`src/rtl/window_3x3_assembler.sv`:
```
// Assembles non-overlapping 3x3 windows from three row FIFOs (3 pixels per row each)
// and presents them on a valid/ready output with column/row indices.
module window_3x3_assembler #(
    parameter int WIN_PER_ROW  = 10,
    parameter int NUM_WIN_ROWS = 10,
    parameter int CNT_W        = 8
) (
    input  logic             clk,
    input  logic             reset,
    input  logic             start,
    input  logic [23:0]      row0_data,
    input  logic [23:0]      row1_data,
    input  logic [23:0]      row2_data,
    input  logic [3:0]       row0_count,
    input  logic [3:0]       row1_count,
    input  logic [3:0]       row2_count,
    output logic             pop,
    output logic [71:0]      window_data,
    output logic             window_valid,
    input  logic             window_ready,
    output logic [CNT_W-1:0] win_col,
    output logic [CNT_W-1:0] win_row,
    output logic             busy,
    output logic             done
);

    typedef enum logic [1:0] {IDLE, RUN, DONE_S} state_t;

    localparam logic [CNT_W-1:0] COL_LAST = CNT_W'(WIN_PER_ROW - 1);
    localparam logic [CNT_W-1:0] ROW_LAST = CNT_W'(NUM_WIN_ROWS - 1);

    state_t           state_reg, state_next;
    logic [CNT_W-1:0] col_cnt_reg, row_cnt_reg;
    logic             all_issued_reg;
    logic [71:0]      window_data_reg;
    logic             window_valid_reg;
    logic [CNT_W-1:0] win_col_reg, win_row_reg;

    logic [3:0] row_count_arr [3];
    logic [2:0] row_ok;
    logic       fire;
    logic       transfer;

    assign row_count_arr[0] = row0_count;
    assign row_count_arr[1] = row1_count;
    assign row_count_arr[2] = row2_count;

    // A full 3-pixel group must be present on every row before a window can be formed.
    generate
        for (genvar gi = 0; gi < 3; gi++) begin : g_row_ok
            assign row_ok[gi] = (row_count_arr[gi] >= 4'd3);
        end
    endgenerate

    assign transfer = window_valid_reg & window_ready;

    always_comb begin
        state_next = state_reg;
        fire       = 1'b0;
        case (state_reg)
            IDLE: begin
                if (start) state_next = RUN;
            end
            RUN: begin
                fire = (&row_ok) & (~window_valid_reg | window_ready) & ~all_issued_reg;
                if (all_issued_reg && transfer) state_next = DONE_S;
            end
            DONE_S: begin
                state_next = IDLE;
            end
            default: state_next = IDLE;
        endcase
    end

    always_ff @(posedge clk or posedge reset) begin
        if (reset) begin
            state_reg      <= IDLE;
            col_cnt_reg    <= '0;
            row_cnt_reg    <= '0;
            all_issued_reg <= 1'b0;
        end else begin
            state_reg <= state_next;
            if (state_reg == IDLE) begin
                col_cnt_reg    <= '0;
                row_cnt_reg    <= '0;
                all_issued_reg <= 1'b0;
            end else if (fire) begin
                if (col_cnt_reg == COL_LAST) begin
                    col_cnt_reg <= '0;
                    row_cnt_reg <= row_cnt_reg + 1'b1;
                    if (row_cnt_reg == ROW_LAST) all_issued_reg <= 1'b1;
                end else begin
                    col_cnt_reg <= col_cnt_reg + 1'b1;
                end
            end
        end
    end

    // Output register: a fire always reloads (covers back-to-back), a bare transfer empties it.
    always_ff @(posedge clk or posedge reset) begin
        if (reset) begin
            window_data_reg  <= '0;
            window_valid_reg <= 1'b0;
            win_col_reg      <= '0;
            win_row_reg      <= '0;
        end else if (fire) begin
            window_data_reg  <= {row2_data, row1_data, row0_data};
            window_valid_reg <= 1'b1;
            win_col_reg      <= col_cnt_reg;
            win_row_reg      <= row_cnt_reg;
        end else if (transfer) begin
            window_valid_reg <= 1'b0;
        end
    end

    assign pop          = fire;
    assign window_data  = window_data_reg;
    assign window_valid = window_valid_reg;
    assign win_col      = win_col_reg;
    assign win_row      = win_row_reg;
    assign busy         = (state_reg == RUN);
    assign done         = (state_reg == DONE_S);

endmodule

```
`config.mk`:
```
export PLATFORM = sky130hd
export DESIGN_NAME = window_3x3_assembler
export DESIGN_NICKNAME = d
export VERILOG_FILES = /design/src/rtl/window_3x3_assembler.sv
export SDC_FILE = /design/constraint.sdc
export NUM_CORES = 1
export LEC_CHECK = 0
export ABC_AREA = 1
export BUFFER_PORTS_ARGS = -buffer_cell sky130_fd_sc_hd__buf_2
export CAP_MARGIN = 20
export CORE_ASPECT_RATIO = 1.5
export CORE_MARGIN = 1
export CORE_UTILIZATION = 52
export DETAILED_ROUTE_END_ITERATION = 10
export HOLD_SLACK_MARGIN = 0.02
export PLACE_DENSITY = 0.85
export SKIP_LAST_GASP = 1
export SLEW_MARGIN = 20
export SYNTH_ARGS = -nofsm -noshare
export SYNTH_HDL_FRONTEND = slang
export SYNTH_SLANG_ARGS = --single-unit
```
`constraint.sdc`:
```
create_clock -name clk -period 7.3 [get_ports clk]
set_input_delay 0.365 -clock clk [delete_from_list [all_inputs] [get_ports clk]]
set_output_delay 0.365 -clock clk [all_outputs]
set_load 0.05 [all_outputs]
```
* After elaboration in Yosys (flattened, before gate mapping) *
Cells that the tools add are included.

storage, ports and cells
  register bits = 108
  memories kept = 0
  bits in writable memories = 0
  logic and storage cells = 51
  output and inout port bits = 92
  bits in read-only memories = 0
  bits in latches = 0

cells by class
  add/sub/neg operators = 2
  muxes and demuxes = 16
  div/mod/pow operators = 0
  reductions and logical operators = 10
  eq/ne operators = 6
  $lt $le $gt $ge = 3
  bitwise logic cells = 6
  shift-type cells = 0
  multipliers = 0

operator list
  operator                                                           count
  two-way mux 8 bit                                                  6
  adder 8 x 1 -> 8 bit, second input constant                        2
  equality test 8 x 4 -> 1 bit, second input constant                2
  greater-or-equal comparator 4 x 2 -> 1 bit, second input constant  3
  nonzero test 2 bit                                                 4
  two-way mux 1 bit                                                  7
  AND reduction 3 bit                                                2
  two-way mux 2 bit                                                  2
  one-hot mux 2 bit (2 select lines)                                 1
  AND reduction 2 bit                                                2
  bitwise AND 1 bit                                                  3
  equality test 2 x 1 -> 1 bit, second input constant                1
  equality test 2 bit, second input constant                         1
  logical NOT 2 bit                                                  1
  != test 2 x 1 -> 1 bit, second input constant                      1
  != test 2 bit, second input constant                               1
  inverter 1 bit                                                     2
  logical AND 1 bit                                                  1
  bitwise OR 1 bit                                                   1

* Depth between registers and ports, before layout *
  depth after elaboration = 7
  depth in mapped cells = 9

* Worst setup path after synthesis *
No wires, ideal clock.

  path type = register to output
  start point = reg state_reg[1]
  end point = out pop
  required time = 6935 ps
  cell stages (with the launch flop) = 5
  setup slack = 5483 ps
  arrival = 1452 ps
  path buffers = 1
  cell sequence = dfrtp_1 -> nor2_4 -> nand3b_2 -> nor2_4 -> buf_2

on the way
  cells in the longest elaborated chain, start to end = 2

ends and longest elaborated chain
  element                       line  text
  start: declaration            32    state_t state_reg, state_next;
  start signal: assignment      82    state_reg <= state_next;
  equality test 2 x 1 -> 1 bit  n/a
  via busy                      23    output logic busy,
  two-way mux 1 bit             60    case (state_reg)
  end: declaration              17    output logic pop,

The timed path passes the listed nets, and every way through them passes these cells.

* Worst setup path in the final report *
  start point = reg state_reg[1]
  end point = out pop

on the way
  cells in the longest elaborated chain, start to end = 2

ends and longest elaborated chain
  element                       line
  equality test 2 x 1 -> 1 bit  60
  two-way mux 1 bit             60

Every way passes these cells.

==> impl_metrics.py <==
metrics = {
    "synthesis": {
        "ys.warnings.count": 0,
        "synth-main-ff-cell": "dfrtp_1",
        "yosys.area.top_type": "dfrtp_1",
        "synthTopCellsByArea": "dfrtp_1 (60%), nand2_1 (25%), inv_1 (2.2%), o21ai_0 (2.1%), nor2_1 (1.9%)",
        "synth_area_per_cell_sq_um": 8.36,
        "synth_edf_count": 0,
        "synthCells": 542,
        "synth.cell_area_sq_um": 4530,
        "syn-num-nets": 634,
        "ys_seq_area_share_pct": 59.7,
        "async_flop_share_pct": 100,
        "synth_common_cells": "nand2_1 (298), dfrtp_1 (108), inv_1 (26), nor2_1 (23), o21ai_0 (19)",
        "yosysUniqueCellTypes": 22,
        "netlist.area_leader.share_pct": 59.7,
        "synth_most_common_cell": "nand2_1",
        "synth-seq-cells": 108,
    },
    "timing": {
        "fmax_ghz": 0.371,
        "rsz0062_at_grt": "no",
        "max_slew.worst_pin.slew_ns": 0.956,
        "period_needed_ns": 2.70,
        "fin_setup_tns_ns": 0,
        "period_share_pct": 36.9,
        "setup_viol": 0,
        "slew_violations": 0,
        "slew_headroom_pct": 36.3,
        "finalHoldViolCount": 0,
        "clock_skew_ns": 0.00547,
    },
    "grt": {
        "use_met2_pct": 43.2,
        "grt.met3_usage_pct": 5.47,
        "met1_usage_pct": 30.3,
        "grt_usage_pct": 25.4,
        "antenna_found_initial": 0,
        "grt-ovfl-total": 0,
        "grt_pass1_wl_um": 17900,
        "grt_pass1_vias": 3946,
        "grt_max_degree": 90,
        "busiest_layer": "met2",
    },
    "drt": {
        "drc": 0,
        "drt_iter0_drc": 341,
        "routed_wl_um": 11200,
        "first_pass_iters": 4,
        "routedWlPerCell_um": 13.6,
        "vias": 4100,
        "vias_per_cell": 4.96,
        "final_antenna_net_count": 0,
    },
    "critical_path": {
        "crit_type": "register to primary output",
        "r2r-start": "state_reg[1]$_DFFE_PP0P_",
        "startpoint": "state_reg[1]$_DFFE_PP0P_",
        "start_kind": "register",
        "required_ns": 6.93,
        "cp_max_fo": 89,
        "endpoint_kind": "primary output",
        "cp.arrival_ns": 2.33,
    },
    "cells_and_area": {
        "instances_no_fill": 826,
        "num_antenna_cells": 0,
        "layout-drive-gt1-share_pct": 28.4,
        "largest_register_ffs": 72,
        "final_nets": 807,
        "syn2layout_area_growth_pct": 27.7,
    },
    "pwr": {
        "peakVddDrop_uv": 329,
        "leakagePower_uw": 0.00338,
        "p_per_area_nw_per_um2": 496,
    },
    "worst_hold_path": {
        "hp-class": "input port to register",
        "worstHoldStart": "row2_data[16]",
    },
    "placed_design": {
        "dpl.hpwl_um": 7830,
        "gp_congestion": 0.787,
        "io_buffers": 179,
        "dp_cells": 810,
    },
    "die": {
        "fp.dieW_um": 78.2,
        "start_util_pct": 53.9,
        "io_pins": 180,
        "die_y_um": 116,
        "fp-row-count": 41,
        "core_sq_um": 8410,
        "die_area_sq_um": 9100,
    },
    "cts": {
        "cts_tree": "done",
        "clock_path_buffers": 2,
        "cts.sinks": 108,
        "post_cts_buffers": 0,
        "numCtsBuffers": 9,
        "clk_latency_ns": 0.34,
        "cts-root-buf": "clkbuf_16",
        "clkTransAtPathRegs_ns": 0.07,
        "htreeDepth": 3,
    },
    "flow_run": {
        "maxCapViolations": 0,
    },
    "status": {
        "status": "complete, no violations",
    },
}
[through the flow]
| stage | area (sq um) | hold WS [ns] | utilization (%) | setup WS [ns] | total power (uW) |
|---|---|---|---|---|---|
| after global placement | 5470 | 0.379 | 65.1 | 4.96 | 2350 |
| after detailed placement | 5470 | 0.388 | 65.1 | 4.94 | 2390 |
| final | 5790 | 0.217 | 68.8 | 4.60 | 2870 |
| after global routing | 5790 | 0.216 | 68.8 | 4.46 | 3020 |
| after CTS | 5790 | 0.204 | 68.8 | 4.58 | 2890 |
| after floorplan | 4530 | 0.455 | - | 4.09 | 2040 |
[cells in the final DEF, fill, tap and decap left out]
cell / count
ha_1: 4
xor2_1: 3
nor3_1: 2
bufinv_16: 1
nand3b_2: 1
a22o_1: 1
o21bai_2: 1
nor2_2: 1
dfrtp_1: 108
inv_2: 2
nor3b_1: 1
nand3_1: 17
o21ai_1: 2
clkinvlp_4: 1
nor2_4: 2
dlygate4sd3_1: 1
buf_2: 179
nand2_1: 298
o21ai_0: 19
clkbuf_1: 1
clkinv_4: 1
inv_4: 1
clkbuf_16: 9
clkbuf_8: 2
nand4_1: 10
nor2_1: 23
buf_4: 3
inv_1: 25
[cell type report]
class / count / area [sq um]
Multi-Input combinational cell: 385 / 1610
Fill cell: 709 / 2630
Clock buffer: 12 / 256
Timing Repair Buffer: 183 / 928
Clock inverter: 3 / 46.3
Inverter: 28 / 108
Tap cell: 107 / 134
Sequential cell: 108 / 2700
[repair_timing]
action,in CTS,in global routing
gates resized for setup,0,0
hold buffers,1,0
hold endpoints to repair,24,0
[layer usage]
| layer | vias up | share of wire, % |
|---|---|---|
| li1 | 2008 | - |
| met1 | 1952 | 39 |
| met2 | 114 | 54 |
| met3 | 26 | 4.2 |
| met4 | 0 | 2.6 |
| met5 | - | 0 |
[critical path, cell delays in order, from the launching register on]
cell and delay (ns):
dfrtp_1 0.43, nor2_4 0.16, nand3b_2 0.13, nor2_4 0.15
buf_4 0.69, buf_2 0.40
[report_power, final]
part	switching, uW	leakage [uW]	internal [uW]
Combinational	1150	0.00186	292
Clock	211	0.000145	284
Sequential	118	0.00138	813
[kinds of logic after synthesis]
logic type                 count (synthesis)  synth area share [%]
xor gates and xnor gates                   3                 0.580
AOI/OAI and AO/OA                         23                  2.76
buffers and inverters                     49                  4.78
and+or+nand+nor                          355                  31.1
adders and majority gates                  4                  1.10
DFF                                      108                  59.7
[worst paths after layout]
kind	slack, ns	endpoint	cells past startpoint
min in group asynchronous	0.57	window_data[35]$_DFFE_PP0P_	3
hold reg to reg	0.47	win_col[0]$_DFFE_PP0P_	2
setup / recovery	4.60	pop	5
setup reg to reg	5.15	col_cnt_reg[1]$_DFFE_PP0P_	7
hold / removal	0.22	window_data[64]$_DFFE_PP0P_	3
max in group asynchronous	5.44	window_data[0]$_DFFE_PP0P_	4
Power figures use the tool's default switching activity.
